[src/rtl/sprite_bram_loader_if.sv]
// -----------------------------------------------------------------------------
// sprite_bram_loader_if
//
// Bundles the byte-stream input and the sprite BRAM write ports of the sprite
// loader so that the producer side (host bridge / test bench) and the loader
// connect through one port.
//
//   byte_in, byte_valid  : incoming stream byte and its qualifier
//   byte_ready           : loader accepts a byte this cycle
//   abort                : drop the packet in progress
//   img_addr/data/we     : image-index BRAM write port (AW-bit address, 8-bit data)
//   pal_addr/data/we     : palette BRAM write port (8-bit address, {R,G,B} data)
//   busy, done, chk_ok, err : packet status
//
// Modports:
//   master : the stream producer, which also observes the write and status signals
//   slave  : the loader itself
// -----------------------------------------------------------------------------
interface sprite_bram_loader_if #(
  parameter int AW = 17
);
  logic [7:0]    byte_in;
  logic          byte_valid;
  logic          byte_ready;
  logic          abort;

  logic [AW-1:0] img_addr;
  logic [7:0]    img_data;
  logic          img_we;

  logic [7:0]    pal_addr;
  logic [23:0]   pal_data;
  logic          pal_we;

  logic          busy;
  logic          done;
  logic          chk_ok;
  logic          err;

  modport master (
    output byte_in, byte_valid, abort,
    input  byte_ready,
    input  img_addr, img_data, img_we,
    input  pal_addr, pal_data, pal_we,
    input  busy, done, chk_ok, err
  );

  modport slave (
    input  byte_in, byte_valid, abort,
    output byte_ready,
    output img_addr, img_data, img_we,
    output pal_addr, pal_data, pal_we,
    output busy, done, chk_ok, err
  );
endinterface

[src/rtl/sprite_bram_loader.sv]
// -----------------------------------------------------------------------------
// sprite_bram_loader
//
// Writer side of the palette-indexed sprite memories. Parses framed load
// packets from a byte stream:
//
//   command byte | payload | checksum byte (XOR of payload bytes)
//
//   0xA0+f (f < FRAMES) : image frame f, WIDTH*HEIGHT index bytes, row-major,
//                         written to img_addr = f*WIDTH*HEIGHT + k
//   0xB0                : palette, 768 bytes as R,G,B for entries 0..255,
//                         one palette write per completed triplet
//   anything else       : ignored in IDLE, err pulses
//
// Ports:
//   pixel_clk : single clock
//   rst       : synchronous active-high reset
//   bus       : sprite_bram_loader_if.slave (stream in, BRAM write ports, status)
//
// All outputs are registered. Write strobes, done and err appear exactly one
// cycle after the edge that accepted the corresponding byte and last one cycle;
// address/data are held after a strobe. The stream is never back-pressured
// except in the cycle following reset.
//
// Frame decode uses the low nibble of the command byte, so FRAMES is limited
// to 16.
// -----------------------------------------------------------------------------
module sprite_bram_loader #(
  parameter int WIDTH  = 256,
  parameter int HEIGHT = 256,
  parameter int FRAMES = 2,
  parameter int AW     = $clog2(WIDTH * HEIGHT * FRAMES)
) (
  input  logic                 pixel_clk,
  input  logic                 rst,
  sprite_bram_loader_if.slave  bus
);

  localparam int            FRAME_SIZE = WIDTH * HEIGHT;
  localparam logic [AW-1:0] LAST_K     = AW'(FRAME_SIZE - 1);

  localparam logic [7:0] CMD_PAL    = 8'hB0;
  localparam logic [3:0] CMD_IMG_HI = 4'hA;

  typedef enum logic [1:0] {
    IDLE,
    IMG,
    PAL,
    CHK
  } state_e;

  // ---------------------------------------------------------------------------
  // State
  // ---------------------------------------------------------------------------
  state_e        state_q,      state_d;
  logic [AW-1:0] base_q,       base_d;      // first address of selected frame
  logic [AW-1:0] cnt_q,        cnt_d;       // payload byte index within frame
  logic [7:0]    xor_q,        xor_d;       // running payload checksum
  logic [1:0]    phase_q,      phase_d;     // 0=R, 1=G, 2=B
  logic [7:0]    entry_q,      entry_d;     // palette entry being assembled
  logic [7:0]    red_q,        red_d;
  logic [7:0]    green_q,      green_d;

  // Registered outputs
  logic          byte_ready_q, byte_ready_d;
  logic [AW-1:0] img_addr_q,   img_addr_d;
  logic [7:0]    img_data_q,   img_data_d;
  logic          img_we_q,     img_we_d;
  logic [7:0]    pal_addr_q,   pal_addr_d;
  logic [23:0]   pal_data_q,   pal_data_d;
  logic          pal_we_q,     pal_we_d;
  logic          busy_q,       busy_d;
  logic          done_q,       done_d;
  logic          chk_ok_q,     chk_ok_d;
  logic          err_q,        err_d;

  // ---------------------------------------------------------------------------
  // Command decode (only meaningful when a byte is accepted in IDLE)
  // ---------------------------------------------------------------------------
  logic accept;
  logic is_img_cmd;
  logic is_pal_cmd;

  assign accept     = bus.byte_valid && byte_ready_q;
  assign is_img_cmd = (bus.byte_in[7:4] == CMD_IMG_HI) &&
                      (int'(bus.byte_in[3:0]) < FRAMES);
  assign is_pal_cmd = (bus.byte_in == CMD_PAL);

  // ---------------------------------------------------------------------------
  // Next-state logic
  // ---------------------------------------------------------------------------
  always_comb begin
    // NOTE: every _d takes a default before any branch (hold for state and
    // data, zero for strobes), so no path leaves it unassigned and no latch
    // is inferred.
    state_d      = state_q;
    base_d       = base_q;
    cnt_d        = cnt_q;
    xor_d        = xor_q;
    phase_d      = phase_q;
    entry_d      = entry_q;
    red_d        = red_q;
    green_d      = green_q;

    byte_ready_d = 1'b1;
    img_addr_d   = img_addr_q;
    img_data_d   = img_data_q;
    img_we_d     = 1'b0;
    pal_addr_d   = pal_addr_q;
    pal_data_d   = pal_data_q;
    pal_we_d     = 1'b0;
    done_d       = 1'b0;
    chk_ok_d     = chk_ok_q;
    err_d        = 1'b0;

    if (bus.abort) begin
      // Abort wins over a simultaneous transfer: the byte is discarded and
      // the packet is dropped without done or err. Writes already issued
      // stay in the BRAM.
      state_d = IDLE;
      cnt_d   = '0;
      xor_d   = '0;
      phase_d = '0;
      entry_d = '0;
    end else if (accept) begin
      unique case (state_q)
        IDLE: begin
          if (is_img_cmd) begin
            state_d  = IMG;
            base_d   = AW'(int'(bus.byte_in[3:0]) * FRAME_SIZE);
            cnt_d    = '0;
            xor_d    = '0;
            chk_ok_d = 1'b0;
          end else if (is_pal_cmd) begin
            state_d  = PAL;
            phase_d  = '0;
            entry_d  = '0;
            xor_d    = '0;
            chk_ok_d = 1'b0;
          end else begin
            err_d    = 1'b1;
          end
        end

        IMG: begin
          img_we_d   = 1'b1;
          img_addr_d = base_q + cnt_q;
          img_data_d = bus.byte_in;
          xor_d      = xor_q ^ bus.byte_in;
          if (cnt_q == LAST_K) begin
            state_d = CHK;
            cnt_d   = '0;
          end else begin
            cnt_d   = cnt_q + 1'b1;
          end
        end

        PAL: begin
          xor_d = xor_q ^ bus.byte_in;
          unique case (phase_q)
            2'd0: begin
              red_d   = bus.byte_in;
              phase_d = 2'd1;
            end
            2'd1: begin
              green_d = bus.byte_in;
              phase_d = 2'd2;
            end
            default: begin
              // Blue byte completes the triplet: write the entry now.
              pal_we_d   = 1'b1;
              pal_addr_d = entry_q;
              pal_data_d = {red_q, green_q, bus.byte_in};
              phase_d    = 2'd0;
              entry_d    = entry_q + 8'd1;
              if (entry_q == 8'hFF) begin
                state_d = CHK;
              end
            end
          endcase
        end

        CHK: begin
          chk_ok_d = (bus.byte_in == xor_q);
          done_d   = 1'b1;
          state_d  = IDLE;
          xor_d    = '0;
          phase_d  = '0;
          entry_d  = '0;
        end

        default: begin
          state_d = IDLE;
        end
      endcase
    end

    // busy mirrors the registered state, so it rises the cycle after the
    // command and falls together with done or after abort.
    busy_d = (state_d != IDLE);
  end

  // ---------------------------------------------------------------------------
  // Registers
  // ---------------------------------------------------------------------------
  always_ff @(posedge pixel_clk) begin
    // NOTE: sequential state uses non-blocking assignments so every flop
    // samples the values from before this edge, independent of statement order.
    if (rst) begin
      state_q      <= IDLE;
      base_q       <= '0;
      cnt_q        <= '0;
      xor_q        <= '0;
      phase_q      <= '0;
      entry_q      <= '0;
      red_q        <= '0;
      green_q      <= '0;
      byte_ready_q <= 1'b0;
      img_addr_q   <= '0;
      img_data_q   <= '0;
      img_we_q     <= 1'b0;
      pal_addr_q   <= '0;
      pal_data_q   <= '0;
      pal_we_q     <= 1'b0;
      busy_q       <= 1'b0;
      done_q       <= 1'b0;
      chk_ok_q     <= 1'b0;
      err_q        <= 1'b0;
    end else begin
      state_q      <= state_d;
      base_q       <= base_d;
      cnt_q        <= cnt_d;
      xor_q        <= xor_d;
      phase_q      <= phase_d;
      entry_q      <= entry_d;
      red_q        <= red_d;
      green_q      <= green_d;
      byte_ready_q <= byte_ready_d;
      img_addr_q   <= img_addr_d;
      img_data_q   <= img_data_d;
      img_we_q     <= img_we_d;
      pal_addr_q   <= pal_addr_d;
      pal_data_q   <= pal_data_d;
      pal_we_q     <= pal_we_d;
      busy_q       <= busy_d;
      done_q       <= done_d;
      chk_ok_q     <= chk_ok_d;
      err_q        <= err_d;
    end
  end

  // ---------------------------------------------------------------------------
  // Outputs
  // ---------------------------------------------------------------------------
  assign bus.byte_ready = byte_ready_q;
  assign bus.img_addr   = img_addr_q;
  assign bus.img_data   = img_data_q;
  assign bus.img_we     = img_we_q;
  assign bus.pal_addr   = pal_addr_q;
  assign bus.pal_data   = pal_data_q;
  assign bus.pal_we     = pal_we_q;
  assign bus.busy       = busy_q;
  assign bus.done       = done_q;
  assign bus.chk_ok     = chk_ok_q;
  assign bus.err        = err_q;

endmodule

[src/flat_wrapper.sv]
// flat-port wrapper written by rule: the top's interface ports become plain ports
module sprite_bram_loader_flat 
#(
  parameter int WIDTH  = 256,
  parameter int HEIGHT = 256,
  parameter int FRAMES = 2,
  parameter int AW     = $clog2(WIDTH * HEIGHT * FRAMES)
)
  (pixel_clk, rst, bus_byte_in, bus_byte_valid, bus_abort, bus_byte_ready, bus_img_addr, bus_img_data, bus_img_we, bus_pal_addr, bus_pal_data, bus_pal_we, bus_busy, bus_done, bus_chk_ok, bus_err);
  sprite_bram_loader_if #(.AW(AW)) bus_i ();
  input  logic pixel_clk;
  input  logic rst;
  input wire logic [$bits(bus_i.byte_in)-1:0] bus_byte_in;
  input wire logic [$bits(bus_i.byte_valid)-1:0] bus_byte_valid;
  input wire logic [$bits(bus_i.abort)-1:0] bus_abort;
  output wire logic [$bits(bus_i.byte_ready)-1:0] bus_byte_ready;
  output wire logic [$bits(bus_i.img_addr)-1:0] bus_img_addr;
  output wire logic [$bits(bus_i.img_data)-1:0] bus_img_data;
  output wire logic [$bits(bus_i.img_we)-1:0] bus_img_we;
  output wire logic [$bits(bus_i.pal_addr)-1:0] bus_pal_addr;
  output wire logic [$bits(bus_i.pal_data)-1:0] bus_pal_data;
  output wire logic [$bits(bus_i.pal_we)-1:0] bus_pal_we;
  output wire logic [$bits(bus_i.busy)-1:0] bus_busy;
  output wire logic [$bits(bus_i.done)-1:0] bus_done;
  output wire logic [$bits(bus_i.chk_ok)-1:0] bus_chk_ok;
  output wire logic [$bits(bus_i.err)-1:0] bus_err;
  assign bus_i.byte_in = bus_byte_in;
  assign bus_i.byte_valid = bus_byte_valid;
  assign bus_i.abort = bus_abort;
  assign bus_byte_ready = bus_i.byte_ready;
  assign bus_img_addr = bus_i.img_addr;
  assign bus_img_data = bus_i.img_data;
  assign bus_img_we = bus_i.img_we;
  assign bus_pal_addr = bus_i.pal_addr;
  assign bus_pal_data = bus_i.pal_data;
  assign bus_pal_we = bus_i.pal_we;
  assign bus_busy = bus_i.busy;
  assign bus_done = bus_i.done;
  assign bus_chk_ok = bus_i.chk_ok;
  assign bus_err = bus_i.err;
  sprite_bram_loader #(.WIDTH(WIDTH), .HEIGHT(HEIGHT), .FRAMES(FRAMES), .AW(AW)) u_core (.pixel_clk(pixel_clk), .rst(rst), .bus(bus_i));
endmodule
[config.mk]
export PLATFORM = sky130hd
export DESIGN_NAME = sprite_bram_loader_flat
export DESIGN_NICKNAME = d
export VERILOG_FILES = /design/src/rtl/sprite_bram_loader_if.sv /design/src/rtl/sprite_bram_loader.sv /design/src/flat_wrapper.sv
export SDC_FILE = /design/constraint.sdc
export NUM_CORES = 1
export LEC_CHECK = 0
export CORE_ASPECT_RATIO = 0.7
export CORE_MARGIN = 3
export CORE_UTILIZATION = 58
export CTS_CLUSTER_DIAMETER = 150
export DETAILED_ROUTE_END_ITERATION = 8
export HOLD_SLACK_MARGIN = 0.08
export PLACE_DENSITY = 0.95
export SYNTH_ARGS = -nofsm -noshare
export SYNTH_HDL_FRONTEND = slang
export SYNTH_SLANG_ARGS = --single-unit
[constraint.sdc]
create_clock -name pixel_clk -period 7.3 [get_ports pixel_clk]
set_clock_uncertainty 0.15 [all_clocks]
set_input_delay 1.46 -clock pixel_clk [delete_from_list [all_inputs] [get_ports pixel_clk]]
set_output_delay 1.46 -clock pixel_clk [all_outputs]
set_load 0.05 [all_outputs]
==> flow_metrics.env, run 1 <==
export IMPL_grt_max_degree=53
export IMPL_cts_hold_buf=0
export IMPL_core_area_sq_mm=0.00807
export IMPL_ys_types=46
export IMPL_drt_total_wl_um=13900
export IMPL_port_buffers=75
export IMPL_yosysWarningCount=0
export IMPL_grt_pass1_wl_um=22600
export IMPL_critical_path_max_stage_delay_ns=1.11
export IMPL_overflow=0
export IMPL_rsz0062_at_grt="false"
export IMPL_ir_drop_mv=0.191
export IMPL_globalRouteTotalUtil_pct=29.5
export IMPL_required_ns=7.41
export IMPL_area_delta_synth_final_pct=26.8
export IMPL_fin_util_pct=78.0
export IMPL_path_common_cell="nor2_1"
export IMPL_worst_setup_path_end_kind="register"
export IMPL_fmax_mhz=220
export IMPL_place_hpwl_um=8780
export IMPL_slew_headroom_pct=8.89
export IMPL_clk_latency_ns=0.42
export IMPL_diodes=0
export IMPL_fill_cells=514
export IMPL_finalSetupTns_ns=0
export IMPL_numCtsBuffers=17
export IMPL_chipWidth_um=117
export IMPL_dr_pass1_iters=6
export IMPL_cts_tree="built"
export IMPL_htree_levels=4
export IMPL_slowest_stage="nand3_1"
export IMPL_routed_via_count=4801
export IMPL_synth_cells=607
export IMPL_num_rows=27
export IMPL_p_total_mw=1.56
export IMPL_yosysSeqAreaShare_pct=47.6
export IMPL_worst_slew_pin_slew_ns=1.36
export IMPL_switching_share_pct=20.8
export IMPL_grt_pass1_vias=4575
export IMPL_cpLargestDelayFamily="simple AND/OR/NAND/NOR gates"
export IMPL_path_buf_inv=1
export IMPL_worstSetupPathType="input pin to register"
export IMPL_crit_chain="clkdlybuf4s50_1, nand2_1, nor2_1, nand3_1, mux2i_1, nor2_1"
export IMPL_drc=0
export IMPL_clkPwrFrac_pct=55.5
export IMPL_gp_congestion=0.906
export IMPL_vias_per_cell=6.18
export IMPL_postPlaceCellArea_sq_mm=0.00569
export IMPL_power_leakage_nw=2.32
export IMPL_multi_input_area_sq_mm=0.00241
export IMPL_start_util_pct=61.5
export IMPL_post_place_cells=745
export IMPL_worstSetupStartpointType="input pin"
export IMPL_fin_nets=684
export IMPL_seqPwrFrac_pct=41.5
export IMPL_power_switching_mw=0.324
export IMPL_synth_fp_nets=628
export IMPL_hold_path_class="register to register"
export IMPL_numClockSinks=118
export IMPL_final_cell_area_sq_mm=0.00629
export IMPL_finalHoldViolations=0
export IMPL_antenna_found_initial=0
export IMPL_critPathMaxFanout=32
export IMPL_setup_violations=0
export IMPL_internal_power_mw=1.23
export IMPL_status="finished clean"
export IMPL_drtIter0Drc=587
export IMPL_layoutNonFillerInstCount=777
export IMPL_detail_route_antenna_nets=0
export IMPL_die_height_um=83.4
export IMPL_combPwrFrac_pct=3.1
export IMPL_cts_root_buf="clkbuf_16"
export IMPL_largest_reg_flops=24
export IMPL_synth_area_sq_mm=0.00496
export IMPL_period_share_pct=62.4
export IMPL_post_drt_wl_per_cell_um=17.9
export IMPL_seq_area_sq_mm=0.00236
export IMPL_final_min_clock_period_ns=4.55
export IMPL_io_pins=76
export IMPL_critPathArrivalTime_ns=4.66
export IMPL_maxSlewViolCount=0
export IMPL_drive_gt1_share_pct=6.21
export IMPL_clockBufferDepth=2
export IMPL_die_area_sq_mm=0.00972
export IMPL_cts_resized_gates=0
export IMPL_maxCapViolations=0
export IMPL_synth_seq_cells=118
export IMPL_cts_clk_slew_worst_paths_ns=0.05
export IMPL_p_per_area_mw_per_mm2=248
export IMPL_syn_area_per_cell_sq_um=8.18
export IMPL_post_cts_buffers=0
[routing by layer]
metal  global-route usage (%)  routed length, um
met4                     11.3                338
met3                     9.54               1400
met1                     37.6               5600
met2                     46.5               6600
met5                        0                  0
[layout by cell type, fill, tap and decap left out, drive strengths merged, types with 5 or more instances in the layout]
cell             n
dfxtp          118
clkdlybuf4s50   74
nand2           77
nor4             5
nand3           19
nand3b           8
xnor2           16
clkbuf          22
o21ai           20
nor2           104
nor3            10
and2            10
mux2i           18
or3              6
nand4           12
ha               9
clkinv           6
a21oi           80
inv              9
[cells in the mapped netlist, drive strengths merged]
cell type	n	area [sq um]
a211oi	3	22.5
a21o	1	7.51
a21oi	80	400
a31o	2	17.5
a31oi	3	18.8
a32o	1	10.0
a41oi	1	8.76
and2	10	62.6
and3	4	25.0
buf	5	33.8
clkbuf	34	128
clkinv	1	3.75
dfxtp	118	2360
ha	9	113
inv	9	33.8
mux2i	18	180
nand2	77	289
nand2b	3	18.8
nand3	19	95.1
nand3b	8	60.1
nand4	12	81.3
nand4b	2	17.5
nor2	104	390
nor2b	4	25.0
nor3	10	50.1
nor4	5	31.3
nor4b	1	8.76
o211ai	1	7.51
o21a	2	15.0
o21ai	20	100
o31a	1	8.76
o31ai	2	15.0
o41a	1	11.3
o41ai	1	27.5
or2	4	25.0
or3	6	37.5
or3b	1	8.76
or4	2	15.0
or4b	2	23.8
xnor2	16	140
xor2	4	35.0
[kinds of logic after synthesis]
family                     synth area share, %
AOI/OAI and AO/OA                         13.5
DFF                                       47.6
buffers and inverters                     4.01
adders and majority gates                 2.27
and+or+nand+nor                           25.5
muxes                                     3.63
xor gates and xnor gates                  3.53
[cell type report]
| class | count | area share, % |
|---|---|---|
| multi-input combinational | 440 | 38.3 |
| tap | 101 | 2.01 |
| timing repair buffer | 76 | 12.0 |
| sequential | 118 | 37.5 |
| clock buffer | 22 | 7.22 |
| clock inverter | 10 | 2.42 |
| inverter | 10 | 0.596 |
[worst min-delay path: stages, from the launching register on]
cell,delay (ns)
dfxtp_1,0.30
nand2_1,0.05
a21oi_1,0.05
[through the flow]
step | setup WS (ns) | hold slack, ns
after floorplan | 3.75 | 0.283
after global placement | 2.65 | 0.294
after detailed placement | 2.43 | 0.298
after CTS | 2.86 | 0.305
after global routing | 2.48 | 0.321
final | 2.75 | 0.303
[path summary, 6_finish.rpt]
path	end	slack [ns]	cells after the start	startpoint
min	u_core.bus.img_addr[0]$_SDFFE_PP0P_	0.30	2	u_core.bus.img_addr[0]$_SDFFE_PP0P_
max reg2reg	u_core.bus.pal_addr[0]$_SDFFE_PP0P_	3.92	5	u_core.bus.byte_ready$_DFF_P_
min reg2reg	u_core.bus.img_addr[0]$_SDFFE_PP0P_	0.30	2	u_core.bus.img_addr[0]$_SDFFE_PP0P_
max	u_core.bus.pal_addr[0]$_SDFFE_PP0P_	2.75	6	bus_byte_valid
[power groups by stage]
| stage | clock network [mW] | logic, mW | registers, mW |
|---|---|---|---|
| after floorplan | 0 | 0.0291 | 0.662 |
| after global routing | 0.904 | 0.0504 | 0.646 |
| final | 0.865 | 0.0478 | 0.646 |
| after CTS | 0.867 | 0.0461 | 0.646 |
| after detailed placement | 0 | 0.0453 | 0.660 |
| after global placement | 0 | 0.0435 | 0.660 |
No activity file was read; power rests on OpenSTA's default activity.
==> inputs of run 2 (changes only) <==
--- a/config.mk
+++ b/config.mk
@@ -7,11 +7,11 @@
 export LEC_CHECK = 0
 export CORE_ASPECT_RATIO = 0.7
 export CORE_MARGIN = 3
-export CORE_UTILIZATION = 58
+export CORE_UTILIZATION = 54
 export CTS_CLUSTER_DIAMETER = 150
 export DETAILED_ROUTE_END_ITERATION = 8
 export HOLD_SLACK_MARGIN = 0.08
-export PLACE_DENSITY = 0.95
+export PLACE_DENSITY = 0.91
 export SYNTH_ARGS = -nofsm -noshare
 export SYNTH_HDL_FRONTEND = slang
 export SYNTH_SLANG_ARGS = --single-unit
==> constraint.sdc (replaced) <==
create_clock -name pixel_clk -period 4.3 [get_ports pixel_clk]
set_clock_uncertainty 0.15 [all_clocks]
set_input_delay 0.86 -clock pixel_clk [delete_from_list [all_inputs] [get_ports pixel_clk]]
set_output_delay 0.86 -clock pixel_clk [all_outputs]
set_load 0.05 [all_outputs]
==> flow_metrics.env, run 2 (synthesis results as in run 1) <==
export IMPL_globalRouteTotalUtil_pct=27.2
export IMPL_gp_congestion=0.873
export IMPL_setup_ws_ns=1.01
export IMPL_dr_pass1_iters=6
export IMPL_fill_cells=662
export IMPL_slew_headroom_pct=40.8
export IMPL_worstSetupStartpointType="input pin"
export IMPL_io_pins=76
export IMPL_die_height_um=86.2
export IMPL_fmax_mhz=304
export IMPL_cts_tree="built"
export IMPL_power_leakage_nw=2.33
export IMPL_cts_clk_slew_worst_paths_ns=0.05
export IMPL_core_area_sq_mm=0.00869
export IMPL_place_hpwl_um=8990
export IMPL_required_ns=4.50
export IMPL_min_from="u_core.bus.img_addr[2]$_SDFFE_PP0P_"
export IMPL_detail_route_antenna_nets=0
export IMPL_start_util_pct=57.1
export IMPL_grt_pass1_wl_um=22300
export IMPL_post_cts_buffers=0
export IMPL_finalHoldViolations=0
export IMPL_die_area_sq_mm=0.0104
export IMPL_worst_setup_path_end_kind="register"
export IMPL_clockBufferDepth=2
export IMPL_critPathArrivalTime_ns=3.48
export IMPL_clkPwrFrac_pct=52.0
export IMPL_layout_common_cells="dfxtp_1, nor2_1, a21oi_1"
export IMPL_clk_latency_ns=0.42
export IMPL_power_switching_mw=0.522
export IMPL_htree_levels=4
export IMPL_post_drt_wl_per_cell_um=16.5
export IMPL_drc=0
export IMPL_p_per_area_mw_per_mm2=391
export IMPL_final_common_cell="dfxtp_1"
export IMPL_cts_resized_gates=0
export IMPL_seqPwrFrac_pct=44.6
export IMPL_switching_share_pct=21.2
export IMPL_maxSlewViolCount=0
export IMPL_routed_via_count=4599
export IMPL_internal_power_mw=1.94
export IMPL_fin_nets=693
export IMPL_diodes=0
export IMPL_largest_reg_flops=24
export IMPL_area_delta_synth_final_pct=27.1
export IMPL_fin_util_pct=72.6
export IMPL_port_buffers=75
export IMPL_slowest_stage="or4b_4"
export IMPL_hold_path_class="register to register"
export IMPL_cpLargestDelayFamily="simple AND/OR/NAND/NOR gates"
export IMPL_path_buf_inv=1
export IMPL_numClockSinks=118
export IMPL_rsz0062_at_grt="false"
export IMPL_critPathMaxFanout=9
export IMPL_worst_slew_pin_slew_ns=0.886
export IMPL_setup_worst_path_start="bus_byte_in[2]"
export IMPL_drtIter0Drc=483
export IMPL_rr_startpoint="u_core.state_q[0]$_SDFF_PP0_"
export IMPL_finalSetupTns_ns=0
export IMPL_num_rows=28
export IMPL_critical_path_max_stage_delay_ns=0.66
export IMPL_overflow=0
export IMPL_ir_drop_mv=0.295
export IMPL_drive_gt1_share_pct=6.72
export IMPL_grt_pass1_vias=4447
export IMPL_p_total_mw=2.46
export IMPL_antenna_found_initial=0
export IMPL_chipWidth_um=121
export IMPL_period_share_pct=76.4
export IMPL_cts_root_buf="clkbuf_16"
export IMPL_drt_total_wl_um=13300
export IMPL_final_min_clock_period_ns=3.29
export IMPL_status="finished clean"
export IMPL_worstSetupPathType="input pin to register"
export IMPL_maxCapViolations=0
export IMPL_cts_hold_buf=0
export IMPL_vias_per_cell=5.71
export IMPL_crit_chain="clkdlybuf4s50_1, or4b_4, o41ai_4, nand4_2, or4b_1, a21oi_1"
export IMPL_grt_max_degree=51
export IMPL_pre_cts_slack_ns=0.670
export IMPL_numCtsBuffers=17
export IMPL_setup_violations=0
export IMPL_combPwrFrac_pct=3.4
## run 2: power groups by stage
stage          Combinational (mW)  Sequential (mW)  Clock (mW)
2_1_floorplan              0.0494             1.12           0
3_3_place_gp               0.0791             1.12           0
3_5_place_dp               0.0818             1.12           0
4_1_cts                    0.0826             1.10        1.29
5_1_grt                    0.0904             1.10        1.35
6_report                   0.0847             1.10        1.28
## run 2: metal layers
metal  GRT usage (%)  part of all wire [%]
met2            41.2                    45
met1            37.5                    45
met3            7.57                   8.5
met4            9.67                   1.3
met5               0                     0
## run 2: per-stage QoR
stage / cells / cell area, sq um / hold WS, ns
4_1_cts: 805 / 6310 / 0.305
6_report: 805 / 6310 / 0.302
3_5_place_dp: 773 / 5780 / 0.298
3_3_place_gp: 773 / 5780 / 0.294
2_1_floorplan: 607 / 4960 / 0.283
5_1_grt: 805 / 6310 / 0.319
## run 2: layout make-up
class,count,area [sq um],share of cell area (%)
clock inverter,4,45.0,0.714
sequential,118,2360,37.4
clock buffer,28,487,7.71
tap,120,150,2.38
inverter,10,37.5,0.595
multi-input combinational,440,2410,38.2
timing repair buffer,85,821,13.0
## run 2: final timing paths
| kind | to | slack, ns | cells after the start |
|---|---|---|---|
| hold reg to reg | u_core.bus.img_addr[2]$_SDFFE_PP0P_ | 0.30 | 2 |
| hold / removal | u_core.bus.img_addr[2]$_SDFFE_PP0P_ | 0.30 | 2 |
| setup / recovery | u_core.cnt_q[11]$_SDFFE_PP0P_ | 1.01 | 6 |
| setup reg to reg | u_core.red_q[3]$_SDFFE_PP0P_ | 1.66 | 7 |
## run 2: worst register-to-register path, delay by kind of cell (launching register included)
| family | cells | cell delay [ns] |
|---|---|---|
| flip-flops | 1 | 0.36 |
| buffers and inverters | 1 | 0.18 |
| adder cells (fa/ha/maj) | 1 | 0.45 |
| AO/OA/AOI/OAI | 1 | 0.08 |
| AND/OR/NAND/NOR | 4 | 1.29 |
